--- src/rtl/vend_txn_controller_pkg.sv ---
// Shared types and widths for the vending transaction sequencer.
package vend_txn_controller_pkg;

   localparam int unsigned ID_W   = 3;
   localparam int unsigned QTY_W  = 4;
   localparam int unsigned COIN_W = 8;
   localparam int unsigned ERR_W  = 2;

   typedef enum logic [2:0] {
      ST_IDLE     = 3'd0,
      ST_CHECK    = 3'd1,
      ST_COLLECT  = 3'd2,
      ST_DISPENSE = 3'd3,
      ST_CHANGE   = 3'd4,
      ST_REFUND   = 3'd5
   } state_t;

   typedef enum logic [ERR_W-1:0] {
      ERR_NONE     = 2'd0,
      ERR_BAD_QTY  = 2'd1,
      ERR_NO_STOCK = 2'd2,
      ERR_TIMEOUT  = 2'd3
   } err_t;

   // Latched product selection driven into the datapath
   typedef struct packed {
      logic [ID_W-1:0]  id;
      logic [QTY_W-1:0] qty;
   } sel_t;

endpackage

--- src/rtl/vend_txn_controller_if.sv ---
// Front-end, datapath and payout signals of the transaction sequencer.
interface vend_txn_controller_if #(
   parameter int unsigned PAY_W = 16
) ();
   import vend_txn_controller_pkg::*;

   logic                 sel_valid;
   logic [ID_W-1:0]      sel_id;
   logic [QTY_W-1:0]     sel_qty;
   logic                 coin_valid;
   logic [COIN_W-1:0]    coin_value;
   logic                 coin_ready;
   logic                 cancel;
   logic [ID_W-1:0]      dp_id;
   logic [QTY_W-1:0]     dp_qty;
   logic [PAY_W-1:0]     dp_cost;
   logic [QTY_W-1:0]     dp_stock;
   logic                 vend_valid;
   logic                 vend_ready;
   logic                 inv_dec;
   logic                 chg_valid;
   logic [PAY_W-1:0]     chg_amount;
   logic                 chg_ready;
   logic [PAY_W-1:0]     paid_total;
   logic [ERR_W-1:0]     err;
   logic                 busy;

   // Environment side: user front-end, datapath, mechanism, payout
   modport master (
      output sel_valid, sel_id, sel_qty, coin_valid, coin_value, cancel,
             dp_cost, dp_stock, vend_ready, chg_ready,
      input  coin_ready, dp_id, dp_qty, vend_valid, inv_dec, chg_valid,
             chg_amount, paid_total, err, busy
   );

   // Controller side
   modport slave (
      input  sel_valid, sel_id, sel_qty, coin_valid, coin_value, cancel,
             dp_cost, dp_stock, vend_ready, chg_ready,
      output coin_ready, dp_id, dp_qty, vend_valid, inv_dec, chg_valid,
             chg_amount, paid_total, err, busy
   );

endinterface

--- src/rtl/vend_txn_controller_coin_acc.sv ---
// Saturating coin accumulator with an idle-cycle timeout counter.
module vend_txn_controller_coin_acc
   import vend_txn_controller_pkg::*;
#(
   parameter int unsigned PAY_W       = 16,
   parameter int unsigned TIMEOUT_CYC = 255
) (
   input  logic              clk,
   input  logic              reset,
   input  logic              clear,
   input  logic              run,
   input  logic              add,
   input  logic [COIN_W-1:0] value,
   output logic [PAY_W-1:0]  paid,
   output logic [PAY_W-1:0]  paid_next_c,
   output logic              expire_c
);

   localparam int unsigned     TMR_W   = (TIMEOUT_CYC == 0) ? 1 : $clog2(TIMEOUT_CYC + 1);
   localparam logic [TMR_W-1:0] TMR_LIM = TMR_W'(TIMEOUT_CYC);

   logic [PAY_W-1:0] paid_q, paid_d;
   logic [TMR_W-1:0] timer_q, timer_d;
   logic [PAY_W:0]   sum;

   // Next total (saturating) and idle timer; a coin restarts the timer
   always_comb begin
      sum         = (PAY_W+1)'(paid_q) + (PAY_W+1)'(value);
      paid_next_c = paid_q;
      if (add) begin
         paid_next_c = sum[PAY_W] ? '1 : sum[PAY_W-1:0];
      end
      paid_d  = clear ? '0 : paid_next_c;
      timer_d = timer_q;
      if (clear) begin
         timer_d = '0;
      end else if (run) begin
         if (add) begin
            timer_d = '0;
         end else if (timer_q != TMR_LIM) begin
            timer_d = timer_q + TMR_W'(1);
         end
      end
      expire_c = (TIMEOUT_CYC != 0) && run && (timer_q == TMR_LIM);
   end

   // Accumulator and timer registers
   always_ff @(posedge clk or negedge reset) begin
      if (!reset) begin
         paid_q  <= '0;
         timer_q <= '0;
      end else begin
         paid_q  <= paid_d;
         timer_q <= timer_d;
      end
   end

   assign paid = paid_q;

endmodule

--- src/rtl/vend_txn_controller.sv ---
// Vending transaction sequencer: select, stock check, collect, dispense, change/refund.
module vend_txn_controller
   import vend_txn_controller_pkg::*;
#(
   parameter int unsigned PAY_W       = 16,
   parameter int unsigned TIMEOUT_CYC = 255
) (
   input logic                  clk,
   input logic                  reset,
   vend_txn_controller_if.slave bus
);

   state_t           state_q, state_d;
   sel_t             sel_q, sel_d;
   logic [PAY_W-1:0] cost_q, cost_d;
   logic [PAY_W-1:0] chg_amount_q, chg_amount_d;
   logic             chg_valid_q, chg_valid_d;
   logic             coin_ready_q, coin_ready_d;
   logic             vend_valid_q, vend_valid_d;
   logic             inv_dec_q, inv_dec_d;
   logic             busy_q, busy_d;
   err_t             err_q, err_d;

   logic             acc_clear_c;
   logic             acc_run_c;
   logic             acc_add_c;
   logic [PAY_W-1:0] paid;
   logic [PAY_W-1:0] paid_next_c;
   logic             expire_c;

   assign acc_run_c = (state_q == ST_COLLECT);
   assign acc_add_c = acc_run_c && bus.coin_valid;

   vend_txn_controller_coin_acc #(
      .PAY_W       (PAY_W),
      .TIMEOUT_CYC (TIMEOUT_CYC)
   ) u_coin_acc (
      .clk         (clk),
      .reset       (reset),
      .clear       (acc_clear_c),
      .run         (acc_run_c),
      .add         (acc_add_c),
      .value       (bus.coin_value),
      .paid        (paid),
      .paid_next_c (paid_next_c),
      .expire_c    (expire_c)
   );

   // Next-state and registered-output logic
   always_comb begin
      state_d      = state_q;
      sel_d        = sel_q;
      cost_d       = cost_q;
      chg_amount_d = chg_amount_q;
      chg_valid_d  = chg_valid_q;
      inv_dec_d    = 1'b0;
      err_d        = ERR_NONE;
      acc_clear_c  = 1'b0;

      case (state_q)
         ST_IDLE: begin
            if (bus.sel_valid) begin
               if (bus.sel_qty == '0) begin
                  err_d = ERR_BAD_QTY;
               end else begin
                  sel_d   = '{id: bus.sel_id, qty: bus.sel_qty};
                  state_d = ST_CHECK;
               end
            end
         end
         ST_CHECK: begin
            if (bus.dp_stock < sel_q.qty) begin
               err_d   = ERR_NO_STOCK;
               state_d = ST_IDLE;
            end else begin
               cost_d      = bus.dp_cost;
               acc_clear_c = 1'b1;
               state_d     = ST_COLLECT;
            end
         end
         ST_COLLECT: begin
            // A funded transaction commits to dispense even if cancel arrives now
            if (paid >= cost_q) begin
               state_d = ST_DISPENSE;
            end else if (bus.cancel || expire_c) begin
               chg_amount_d = paid_next_c;
               chg_valid_d  = (paid_next_c != '0);
               state_d      = ST_REFUND;
               if (!bus.cancel) begin
                  err_d = ERR_TIMEOUT;
               end
            end
         end
         ST_DISPENSE: begin
            if (bus.vend_ready) begin
               inv_dec_d    = 1'b1;
               chg_amount_d = paid - cost_q;
               chg_valid_d  = (paid != cost_q);
               state_d      = ST_CHANGE;
            end
         end
         ST_CHANGE, ST_REFUND: begin
            if (!chg_valid_q || bus.chg_ready) begin
               chg_valid_d  = 1'b0;
               chg_amount_d = '0;
               acc_clear_c  = 1'b1;
               state_d      = ST_IDLE;
            end
         end
         default: begin
            state_d = ST_IDLE;
         end
      endcase

      coin_ready_d = (state_d == ST_COLLECT);
      vend_valid_d = (state_d == ST_DISPENSE);
      busy_d       = (state_d != ST_IDLE);
   end

   // State and output registers
   always_ff @(posedge clk or negedge reset) begin
      if (!reset) begin
         state_q      <= ST_IDLE;
         sel_q        <= '0;
         cost_q       <= '0;
         chg_amount_q <= '0;
         chg_valid_q  <= 1'b0;
         coin_ready_q <= 1'b0;
         vend_valid_q <= 1'b0;
         inv_dec_q    <= 1'b0;
         busy_q       <= 1'b0;
         err_q        <= ERR_NONE;
      end else begin
         state_q      <= state_d;
         sel_q        <= sel_d;
         cost_q       <= cost_d;
         chg_amount_q <= chg_amount_d;
         chg_valid_q  <= chg_valid_d;
         coin_ready_q <= coin_ready_d;
         vend_valid_q <= vend_valid_d;
         inv_dec_q    <= inv_dec_d;
         busy_q       <= busy_d;
         err_q        <= err_d;
      end
   end

   assign bus.coin_ready = coin_ready_q;
   assign bus.dp_id      = sel_q.id;
   assign bus.dp_qty     = sel_q.qty;
   assign bus.vend_valid = vend_valid_q;
   assign bus.inv_dec    = inv_dec_q;
   assign bus.chg_valid  = chg_valid_q;
   assign bus.chg_amount = chg_amount_q;
   assign bus.paid_total = paid;
   assign bus.err        = err_q;
   assign bus.busy       = busy_q;

endmodule

--- src/flat_wrapper.sv ---
// flat-port wrapper written by rule: the top's interface ports become plain ports
module vend_txn_controller_flat import vend_txn_controller_pkg::*;
#(
   parameter int unsigned PAY_W       = 16,
   parameter int unsigned TIMEOUT_CYC = 255
)
  (clk, reset, bus_sel_valid, bus_sel_id, bus_sel_qty, bus_coin_valid, bus_coin_value, bus_cancel, bus_dp_cost, bus_dp_stock, bus_vend_ready, bus_chg_ready, bus_coin_ready, bus_dp_id, bus_dp_qty, bus_vend_valid, bus_inv_dec, bus_chg_valid, bus_chg_amount, bus_paid_total, bus_err, bus_busy);
  vend_txn_controller_if #(.PAY_W(PAY_W)) bus_i ();
  input logic clk;
  input logic reset;
  input wire logic [$bits(bus_i.sel_valid)-1:0] bus_sel_valid;
  input wire logic [$bits(bus_i.sel_id)-1:0] bus_sel_id;
  input wire logic [$bits(bus_i.sel_qty)-1:0] bus_sel_qty;
  input wire logic [$bits(bus_i.coin_valid)-1:0] bus_coin_valid;
  input wire logic [$bits(bus_i.coin_value)-1:0] bus_coin_value;
  input wire logic [$bits(bus_i.cancel)-1:0] bus_cancel;
  input wire logic [$bits(bus_i.dp_cost)-1:0] bus_dp_cost;
  input wire logic [$bits(bus_i.dp_stock)-1:0] bus_dp_stock;
  input wire logic [$bits(bus_i.vend_ready)-1:0] bus_vend_ready;
  input wire logic [$bits(bus_i.chg_ready)-1:0] bus_chg_ready;
  output wire logic [$bits(bus_i.coin_ready)-1:0] bus_coin_ready;
  output wire logic [$bits(bus_i.dp_id)-1:0] bus_dp_id;
  output wire logic [$bits(bus_i.dp_qty)-1:0] bus_dp_qty;
  output wire logic [$bits(bus_i.vend_valid)-1:0] bus_vend_valid;
  output wire logic [$bits(bus_i.inv_dec)-1:0] bus_inv_dec;
  output wire logic [$bits(bus_i.chg_valid)-1:0] bus_chg_valid;
  output wire logic [$bits(bus_i.chg_amount)-1:0] bus_chg_amount;
  output wire logic [$bits(bus_i.paid_total)-1:0] bus_paid_total;
  output wire logic [$bits(bus_i.err)-1:0] bus_err;
  output wire logic [$bits(bus_i.busy)-1:0] bus_busy;
  assign bus_i.sel_valid = bus_sel_valid;
  assign bus_i.sel_id = bus_sel_id;
  assign bus_i.sel_qty = bus_sel_qty;
  assign bus_i.coin_valid = bus_coin_valid;
  assign bus_i.coin_value = bus_coin_value;
  assign bus_i.cancel = bus_cancel;
  assign bus_i.dp_cost = bus_dp_cost;
  assign bus_i.dp_stock = bus_dp_stock;
  assign bus_i.vend_ready = bus_vend_ready;
  assign bus_i.chg_ready = bus_chg_ready;
  assign bus_coin_ready = bus_i.coin_ready;
  assign bus_dp_id = bus_i.dp_id;
  assign bus_dp_qty = bus_i.dp_qty;
  assign bus_vend_valid = bus_i.vend_valid;
  assign bus_inv_dec = bus_i.inv_dec;
  assign bus_chg_valid = bus_i.chg_valid;
  assign bus_chg_amount = bus_i.chg_amount;
  assign bus_paid_total = bus_i.paid_total;
  assign bus_err = bus_i.err;
  assign bus_busy = bus_i.busy;
  vend_txn_controller #(.PAY_W(PAY_W), .TIMEOUT_CYC(TIMEOUT_CYC)) u_core (.clk(clk), .reset(reset), .bus(bus_i));
endmodule
--- config.mk ---
export PLATFORM = sky130hd
export DESIGN_NAME = vend_txn_controller_flat
export DESIGN_NICKNAME = d
export VERILOG_FILES = /design/src/rtl/vend_txn_controller_pkg.sv /design/src/rtl/vend_txn_controller_if.sv /design/src/rtl/vend_txn_controller_coin_acc.sv /design/src/rtl/vend_txn_controller.sv /design/src/flat_wrapper.sv
export SDC_FILE = /design/constraint.sdc
export NUM_CORES = 1
export LEC_CHECK = 0
export CAP_MARGIN = 40
export CELL_PAD_IN_SITES_DETAIL_PLACEMENT = 2
export CELL_PAD_IN_SITES_GLOBAL_PLACEMENT = 2
export CORE_ASPECT_RATIO = 0.9
export CORE_UTILIZATION = 40
export DETAILED_ROUTE_END_ITERATION = 12
export DONT_BUFFER_PORTS = 1
export GPL_TIMING_DRIVEN = 0
export PLACE_DENSITY_LB_ADDON = 0.1
export SLEW_MARGIN = 20
export SYNTH_ARGS = -nofsm -noshare
export SYNTH_HDL_FRONTEND = slang
export SYNTH_HIERARCHICAL = 1
export SYNTH_SLANG_ARGS = --single-unit
--- constraint.sdc ---
create_clock -name clk -period 3.4 [get_ports clk]
set_input_delay 0.68 -clock clk [delete_from_list [all_inputs] [get_ports clk]]
set_output_delay 0.68 -clock clk [all_outputs]
set_load 0.02 [all_outputs]
==> reports/results.ini <==
[status]
status = finished clean

[setup_path]
cp_max_fo = 7
worstSetupPathType = reg2reg
required_ns = 3.63
r2r_slack_ns = 0.12
reg2reg_from = u_core/u_coin_acc/paid[0]$_DFF_PN0_
cp_cell_sequence = ha_1 -> fa_1 -> a211oi_2 -> o211a_4 -> nor3b_2 -> or3_1 -> nor4_1 -> nand4_1 -> a31oi_2 -> mux2i_1
r2r_cells = 10
worst_setup_path_end_kind = flip-flop
cpMaxStageDelayCell = dfrtp_1
arrival_ns = 3.51
critPathMaxStageDelay_ns = 0.49
start_kind = flip-flop
reg2reg_to = u_core/bus.chg_valid$_DFFE_PN0P_

[synth]
yosysMostFrequentCell = dfrtp_1
ys_types = 70
syn_area_per_cell_um2 = 9.303
synth_flop_cell = dfrtp_1
synth_area_leader_cell = dfrtp_1
synthArstFlopShare_pct = 100.0
ys_ff_latch = 73
ys_top_cells_by_count = 73 x dfrtp_1, 38 x nand2_1, 35 x inv_1, 34 x a21oi_1, 30 x ha_1
yosysTopAreaCellShare_pct = 36.23
syn-num-nets = 616
synthCells = 542
yosys-top-cells-area = dfrtp_1 36%, ha_1 7.4%, mux2_2 5.8%, a21oi_1 3.4%, nand2_1 2.8%
yosysSeqAreaShare_pct = 36.23
ys.warnings.count = 6
synth_edf_count = 0
synthesis.area_um2 = 5042

[layout]
final-instance-count-excl-fill = 716
nets = 626
drive_gt1_share_pct = 15.83
diodes = 0
final_core_util_pct = 46.27
area_growth_pct = 11.69
nFillCells = 1316

[grt]
grt_first_pass_wirelength_um = 26680
grt_max_degree = 74
grt_pass1_vias = 4853
gr-total-overflow = 0
grtUsageTotal_pct = 26.88
antenna_found_initial = 0

[route]
via_count = 4456
antenna_left = 0
routedWlPerCell_um = 23.37
drc_errors = 0
drt-total-wl_um = 16740
first_iter_violations = 215
dr.pass1.iters = 5
routed_via_density = 6.223

[clock_network]
cts_buffer_depth = 2
cts_hold_buf = 0
cts_buffers = 9
cts_sinks = 73
cts_tree = done
htreeDepth = 3
root_buffer = clkbuf_16
clkTransAtPathRegs_ns = 0.06
clkLatencyLatePin_ns = 0.35

[placed_design]
dpl.cell_count = 702
portBuffers = 0
place.gp.congestion = 0.8571
post-place-ws_ns = -0.4639
dp_hpwl_um = 12670

[sta]
slew_violations = 0
fin_ws_ns = 0.1161
period_needed_ns = 3.284
tightest_slew_ns = 0.6741
rsz0062_at_grt = true
finalSetupViolations = 0
fin_crit_sh_pct = 96.58
clock_skew_ns = 0.008851
max_freq_mhz = 304.5
slew_headroom_pct = 54.49
hold_viol = 0

[min_path]
hold_class = in2async

[die]
die-height_um = 108.5
start_util_pct = 41.43
ios = 88
dieArea_um2 = 13060
die_w_um = 120.4
fp-row-count = 38
core-area_um2 = 12170

[power_and_ir_drop]
ir_drop_v = 0.0004802
p_leak_nw = 2.480
p_per_area_nw_per_um2 = 1029

[job]
maxCapViolations = 0

==> sequential cells by signal (all words and copies together) (netlist names), 2 cells and up <==
name	count
u_core/cost_q	16
u_core/bus.dp_id	3
u_core/state_q	3
u_core/bus.dp_qty	4
u_core/u_coin_acc/timer_q	8
u_core/bus.err	2
u_core/bus.chg_amount	16
u_core/u_coin_acc/paid	16
==> what timing repair did <==
item / 4_1_cts / 5_1_grt
setup buffers: 0 / 1
endpoints found under the setup margin: 28 / 14
gates resized for setup: 9 / 8
pin swaps: 0 / 1
==> placed cells by master, fill, tap and decap left out, drive strengths merged, types with 3 or more instances in the layout <==
master / count
a211oi: 7
a21o: 13
a21oi: 35
a22o: 4
a31oi: 16
and2: 16
and3: 12
buf: 9
clkbuf: 19
clkinv: 3
dfrtp: 73
ha: 30
inv: 35
mux2: 33
mux2i: 4
nand2: 38
nand2b: 9
nand3: 22
nand4: 13
nor2: 28
nor3: 16
nor4: 6
nor4b: 3
o2111ai: 3
o211ai: 6
o21a: 5
o21ai: 30
o22a: 7
o311ai: 3
o32ai: 4
or2: 3
or3: 4
xnor2: 8
xor2: 7
==> through the flow <==
step / cell area [um2] / hold slack, ns / total power [mW] / setup TNS (ns)
finish: 5632 / 0.02515 / 5.793 / 0
global route: 5632 / 0.01129 / 6.167 / -0.02816
CTS: 5593 / 0.01337 / 5.780 / 0
detailed placement: 5249 / 0.3871 / 4.664 / -5.505
global placement: 5243 / 0.3863 / 4.499 / -3.293
floorplan: 5042 / 0.3844 / 3.815 / 0
==> area by class of cell <==
| class | instances | area [um2] | share of cell area (%) |
|---|---|---|---|
| flip-flops and latches | 73 | 1829 | 32.48 |
| plain buffers | 17 | 96.34 | 1.711 |
| multi-input cells | 413 | 3035 | 53.90 |
| inverters | 37 | 143.9 | 2.555 |
| well taps | 160 | 200.2 | 3.555 |
| repair buffers | 1 | 7.507 | 0.1333 |
| clock buffers | 10 | 239.0 | 4.243 |
| clock inverters | 5 | 80.08 | 1.422 |
==> critical path, delay by kind of cell (launching register included) <==
kind                     cells  cell delay [ns]
flip-flops                   1             0.49
AND/OR/NAND/NOR              4             1.01
adder cells (fa/ha/maj)      2             0.73
multiplexers                 1             0.10
AO/OA/AOI/OAI                3             0.83
==> power by group <==
part	switching, mW	internal (mW)
Combinational	1.81	1.21
Sequential	0.541	1.19
Clock	0.384	0.657
Total	2.73	3.06
==> cell families (layout without fill, tap and decap cells) <==
group / after synthesis / count (layout) / share of synthesized area [%]
muxes: 37 / 37 / 8.536
xor gates and xnor gates: 15 / 15 / 2.606
adders and majority gates: 32 / 32 / 8.238
and+or+nand+nor: 177 / 177 / 18.78
DFF: 73 / 73 / 36.23
AOI/OAI and AO/OA: 152 / 152 / 20.82
buffers and inverters: 56 / 70 / 4.789
==> layer usage <==
layer / global-route usage, % / vias to the layer above / share of wire (%)
li1: - / 2021 / -
met1: 35.11 / 2278 / 45
met2: 43.88 / 136 / 47
met3: 7.700 / 21 / 6.6
met4: 6.437 / 0 / 1.5
met5: 0 / - / 0
==> how the worst max path moves through the flow <==
| stage | start | endpoint | slack [ns] | cells past startpoint |
|---|---|---|---|---|
| floorplan | bus_coin_value[0] | u_core/bus.chg_valid$_DFFE_PN0P_ | 0.41 | 10 |
| global placement | u_core/state_q[0]$_DFF_PN0_ | u_core/bus.chg_valid$_DFFE_PN0P_ | -0.32 | 14 |
| detailed placement | u_core/state_q[0]$_DFF_PN0_ | u_core/bus.chg_valid$_DFFE_PN0P_ | -0.46 | 14 |
| CTS | u_core/u_coin_acc/paid[0]$_DFF_PN0_ | u_core/bus.chg_valid$_DFFE_PN0P_ | 0.01 | 10 |
| global route | u_core/state_q[0]$_DFF_PN0_ | u_core/bus.chg_valid$_DFFE_PN0P_ | -0.03 | 13 |
| finish | u_core/u_coin_acc/paid[0]$_DFF_PN0_ | u_core/bus.chg_valid$_DFFE_PN0P_ | 0.12 | 10 |
No activity file was read; power rests on OpenSTA's default activity.
